===== config.mk =====
export PLATFORM = sky130hd
export DESIGN_NAME = mem_stage_ctrl
export DESIGN_NICKNAME = d
export VERILOG_FILES = /design/src/rtl/mem_stage_ctrl.sv
export SDC_FILE = /design/constraint.sdc
export NUM_CORES = 1
export LEC_CHECK = 0
export BUFFER_PORTS_ARGS = -buffer_cell sky130_fd_sc_hd__buf_2
export CORE_ASPECT_RATIO = 1.1
export CORE_MARGIN = 5
export CORE_UTILIZATION = 51
export DETAILED_ROUTE_END_ITERATION = 8
export PLACE_DENSITY = 0.85
export REMOVE_ABC_BUFFERS = 1
export SETUP_SLACK_MARGIN = 0.02
export SKIP_LAST_GASP = 1
export SLEW_MARGIN = 20
export SYNTH_ARGS = -nofsm -noshare
export SYNTH_HDL_FRONTEND = slang
export SYNTH_SLANG_ARGS = --single-unit

===== constraint.sdc =====
create_clock -name clk_i -period 3.21 [get_ports clk_i]
set_input_delay 0.642 -clock clk_i [delete_from_list [all_inputs] [get_ports clk_i]]
set_output_delay 0.642 -clock clk_i [all_outputs]
set_load 0.05 [all_outputs]

===== src/rtl/mem_stage_ctrl.sv =====
// MEM-stage controller: turns EX/MEM loads/stores into req/ack transactions on the
// data-memory port, stalls the pipeline while an access is outstanding, feeds MEM/WB.
module mem_stage_ctrl #(
    parameter int TIMEOUT_CYCLES = 16,
    parameter int TO_W           = 8
) (
    input  logic        clk_i,
    input  logic        rst_i,
    input  logic        RegWrite_i,
    input  logic        MemtoReg_i,
    input  logic        MemRead_i,
    input  logic        MemWrite_i,
    input  logic [31:0] ALUdata_i,
    input  logic [31:0] MemWdata_i,
    input  logic [4:0]  RegWaddr_i,
    output logic        stall_o,
    output logic        mem_req_o,
    output logic        mem_we_o,
    output logic [31:0] mem_addr_o,
    output logic [31:0] mem_wdata_o,
    input  logic        mem_ack_i,
    input  logic [31:0] mem_rdata_i,
    output logic        RegWrite_o,
    output logic        MemtoReg_o,
    output logic [31:0] ALUdata_o,
    output logic [31:0] MemRdata_o,
    output logic [4:0]  RegWaddr_o,
    output logic        err_o
);

    typedef enum logic [0:0] {ST_IDLE = 1'b0, ST_BUSY = 1'b1} state_t;

    localparam logic            TO_EN   = (TIMEOUT_CYCLES > 0) ? 1'b1 : 1'b0;
    localparam logic [TO_W-1:0] TO_LAST = TO_W'((TIMEOUT_CYCLES > 0) ? TIMEOUT_CYCLES - 1 : 0);

    state_t          r_state;
    logic [TO_W-1:0] r_cnt;
    logic            r_lat_regwrite;
    logic            r_lat_memtoreg;
    logic [4:0]      r_lat_waddr;

    logic w_acc;
    logic w_misal;
    logic w_timeout;

    assign w_acc     = MemRead_i | MemWrite_i;
    assign w_misal   = (ALUdata_i[1:0] != 2'b00);
    // An ack in the last allowed cycle wins over the abort.
    assign w_timeout = TO_EN && (r_state == ST_BUSY) && (r_cnt == TO_LAST) && !mem_ack_i;

    // Pipeline stall: accepted access in IDLE, or BUSY waiting with no ack and no abort.
    always_comb begin
        stall_o = 1'b0;
        if (rst_i) begin
            stall_o = 1'b0;
        end else if (r_state == ST_IDLE) begin
            stall_o = w_acc & ~w_misal;
        end else begin
            stall_o = ~mem_ack_i & ~w_timeout;
        end
    end

    // Access FSM, memory port registers and MEM/WB pipeline register.
    always_ff @(posedge clk_i) begin
        if (rst_i) begin
            r_state        <= ST_IDLE;
            r_cnt          <= '0;
            r_lat_regwrite <= 1'b0;
            r_lat_memtoreg <= 1'b0;
            r_lat_waddr    <= 5'd0;
            mem_req_o      <= 1'b0;
            mem_we_o       <= 1'b0;
            mem_addr_o     <= 32'd0;
            mem_wdata_o    <= 32'd0;
            RegWrite_o     <= 1'b0;
            MemtoReg_o     <= 1'b0;
            ALUdata_o      <= 32'd0;
            MemRdata_o     <= 32'd0;
            RegWaddr_o     <= 5'd0;
            err_o          <= 1'b0;
        end else begin
            err_o <= 1'b0;
            case (r_state)
                ST_IDLE: begin
                    if (!w_acc) begin
                        RegWrite_o <= RegWrite_i;
                        MemtoReg_o <= MemtoReg_i;
                        ALUdata_o  <= ALUdata_i;
                        RegWaddr_o <= RegWaddr_i;
                    end else begin
                        RegWrite_o <= 1'b0;
                        MemtoReg_o <= 1'b0;
                        if (w_misal) begin
                            err_o <= 1'b1;
                        end else begin
                            r_state        <= ST_BUSY;
                            r_cnt          <= '0;
                            mem_req_o      <= 1'b1;
                            mem_we_o       <= MemWrite_i;
                            mem_addr_o     <= {ALUdata_i[31:2], 2'b00};
                            mem_wdata_o    <= MemWdata_i;
                            r_lat_regwrite <= RegWrite_i;
                            r_lat_memtoreg <= MemtoReg_i;
                            r_lat_waddr    <= RegWaddr_i;
                        end
                    end
                end
                ST_BUSY: begin
                    if (mem_ack_i) begin
                        r_state    <= ST_IDLE;
                        mem_req_o  <= 1'b0;
                        RegWrite_o <= r_lat_regwrite;
                        MemtoReg_o <= r_lat_memtoreg;
                        ALUdata_o  <= mem_addr_o;
                        RegWaddr_o <= r_lat_waddr;
                        if (!mem_we_o) begin
                            MemRdata_o <= mem_rdata_i;
                        end
                    end else if (w_timeout) begin
                        r_state    <= ST_IDLE;
                        mem_req_o  <= 1'b0;
                        err_o      <= 1'b1;
                        RegWrite_o <= 1'b0;
                        MemtoReg_o <= 1'b0;
                    end else begin
                        r_cnt      <= r_cnt + {{(TO_W-1){1'b0}}, 1'b1};
                        RegWrite_o <= 1'b0;
                        MemtoReg_o <= 1'b0;
                    end
                end
                default: begin
                    r_state   <= ST_IDLE;
                    mem_req_o <= 1'b0;
                end
            endcase
        end
    end

endmodule

==> flow_metrics.env <==
export IMPL_outcome="complete, no violations"
export IMPL_worstRegToRegCells=6
export IMPL_cp_arrival_ps=1870
export IMPL_drtAntennaViolNets=0
export IMPL_netlist_area_um2=5715
export IMPL_fin_ws_ps=699.6
export IMPL_worstPathRequired_ps=2570
export IMPL_via_per_inst=5.137
export IMPL_clk_latency_ps=410
export IMPL_synthFlopType="dfxtp_1"
export IMPL_placed_cell_area_um2=6984
export IMPL_cts_num_sinks=152
export IMPL_grt_pass1_wl_um=24820
export IMPL_critPathMaxFanout=4
export IMPL_fillers=891
export IMPL_drtIter0Drc=346
export IMPL_hold_buffers=0
export IMPL_wire_per_inst_um=14.87
export IMPL_r2r_end="ALUdata_o[24]"
export IMPL_final_cell_mix="buf_2 (243), nand2_1 (208), dfxtp_1 (151)"
export IMPL_worst_setup_path_type="reg2out"
export IMPL_fp_dieW_um=110.9
export IMPL_drive_above_1_share_pct=31.94
export IMPL_r2r_start="r_state"
export IMPL_clock_path_buffers=2
export IMPL_r2r_slack_ps=1060
export IMPL_htreeDepth=4
export IMPL_cts_resized=0
export IMPL_leakage_nw=3.372
export IMPL_power_per_cell_area_nw_per_um2=641.7
export IMPL_clk_pin_slew_ps=60
export IMPL_die_y_um=121.0
export IMPL_rsz0062_at_grt="false"
export IMPL_placed_cells=1026
export IMPL_root_buffer="clkbuf_16"
export IMPL_maxSlewViolCount=0
export IMPL_pin_count=247
export IMPL_ys_types=34
export IMPL_relSlewSlack_pct=48.03
export IMPL_grt_antenna_before_repair=0
export IMPL_synth_edff_count=0
export IMPL_vias=5435
export IMPL_period_needed_ps=2510
export IMPL_synth_top_cell_area_share_pct=53.24
export IMPL_num_rows=40
export IMPL_max_freq_mhz=398.4
export IMPL_cp_end_kind="output pin"
export IMPL_start_util_pct=52.15
export IMPL_fin_tns_setup_ps=0
export IMPL_ys_ff_latch=152
export IMPL_route_detailed_drc=0
export IMPL_fin_worst_skew_ps=14.19
export IMPL_yosys_area_top_type="dfxtp_1"
export IMPL_finalCritPeriodShare_pct=78.20
export IMPL_cts_tree="yes"
export IMPL_post_place_ws_ps=775.1
export IMPL_setup_viol=0
export IMPL_final_util_pct=69.65
export IMPL_start_kind="flop"
export IMPL_grt_use_total_pct=22.55
export IMPL_finalHoldViolCount=0
export IMPL_fin_cells=1058
export IMPL_layout_commonest_cell="buf_2"
export IMPL_grt_max_degree=148
export IMPL_synthArstFlopShare_pct=0
export IMPL_fin_nets=1007
export IMPL_irDropWorstVdd_uv=333.7
export IMPL_first_pass_iters=5
export IMPL_hold_path_class="reg2reg"
export IMPL_grt_overflow=0
export IMPL_synth_seq_area_share_pct=53.24
export IMPL_holdPathStages=2
export IMPL_grt_pass1_vias=5063
export IMPL_dp_hpwl_um=10810
export IMPL_design_area_um2=7634
export IMPL_p_total_mw=4.899
export IMPL_area_delta_synth_final_pct=33.56
export IMPL_post_cts_buffers=0
export IMPL_diodes=0
export IMPL_drt_wl_total_um=15740
export IMPL_port_buffers=244
export IMPL_synthTopCellsByArea="dfxtp_1 (53%), nand2_1 (14%), a21oi_1 (9.5%)"
export IMPL_timing_hold_ws_ps=449.7
export IMPL_syn_avg_cell_area_um2=8.417
export IMPL_gp_congestion=0.9027
export IMPL_core_um2=10960
export IMPL_worstHoldStart="MemRdata_o[22]"
export IMPL_syn_instance_count=679
export IMPL_tightest_slew_ps=779.5
export IMPL_cts_buffers=17
export IMPL_worstHoldEndpoint="MemRdata_o[22]"
export IMPL_cap_violations=0
export IMPL_synth_warnings=0
export IMPL_dieArea_um2=13430
-- flip-flops by register name (all words and copies together) (netlist names) --
signal,count
ALUdata_o,32
MemRdata_o,32
MemtoReg_o,1
RegWaddr_o,5
RegWrite_o,1
err_o,1
mem_addr_o,30
mem_req_o,1
mem_wdata_o,32
mem_we_o,1
r_cnt,8
r_lat_memtoreg,1
r_lat_regwrite,1
r_lat_waddr,5
r_state,1
-- cell type report --
cell class / instances / area, µm² / area share (%)
clock buffer: 22 / 484.2 / 6.343
clock inverter: 10 / 165.2 / 2.164
multi-input combinational: 475 / 2435 / 31.90
sequential: 152 / 3044 / 39.88
tap: 147 / 183.9 / 2.409
timing repair buffer: 252 / 1321 / 17.31
-- cell families (layout without fill, tap and decap cells) --
kind of cell	after synthesis	in the layout	share of synthesized area, %
compound gates	154	154	15.78
xor+xnor	5	5	0.7662
fa+ha+maj	1	1	0.2189
buf+inv	53	284	4.400
flops	152	152	53.24
mux	36	36	6.305
other cells	1	2	0.06561
simple gates	277	277	19.22
-- worst max-delay path by stage --
| stage | cells past startpoint | from | end | slack [ps] |
|---|---|---|---|---|
| after floorplan | 3 | r_state | stall_o | -1170 |
| after global placement | 5 | MemWrite_i | stall_o | 800 |
| after detailed placement | 6 | MemWrite_i | r_cnt[7] | 780 |
| after CTS | 4 | r_state | stall_o | 690 |
| after global routing | 4 | r_cnt[4] | stall_o | 620 |
| final | 4 | r_state | stall_o | 700 |
-- critical path, stage by stage, from the launching register on --
cell and delay [ps]:
dfxtp_2 340, o21bai_1 210, or3_2 480, a21oi_1 150, buf_2 270
-- cells in the mapped netlist (all sizes together) (3+ instances only) --
cell type / n
dfxtp: 152
mux2i: 36
a21oi: 108
nand2: 209
xor2: 5
nor2: 47
buf: 29
clkbuf: 24
nand3: 7
nor3: 3
a211oi: 35
-- layer usage --
metal	wire length, µm	track usage [%]	vias up
met5	0	0	-
met4	198	7.236	0
met3	1848	11.12	14
met2	7373	37.18	246
met1	6316	25.67	2469
li1	-	-	2706
-- power by group --
group | switching, mW | internal [mW]
registers | 0.0474 | 1.98
logic | 0.538 | 0.197
clock network | 0.751 | 1.39
total | 1.34 | 3.56
Power figures use the tool's default switching activity.
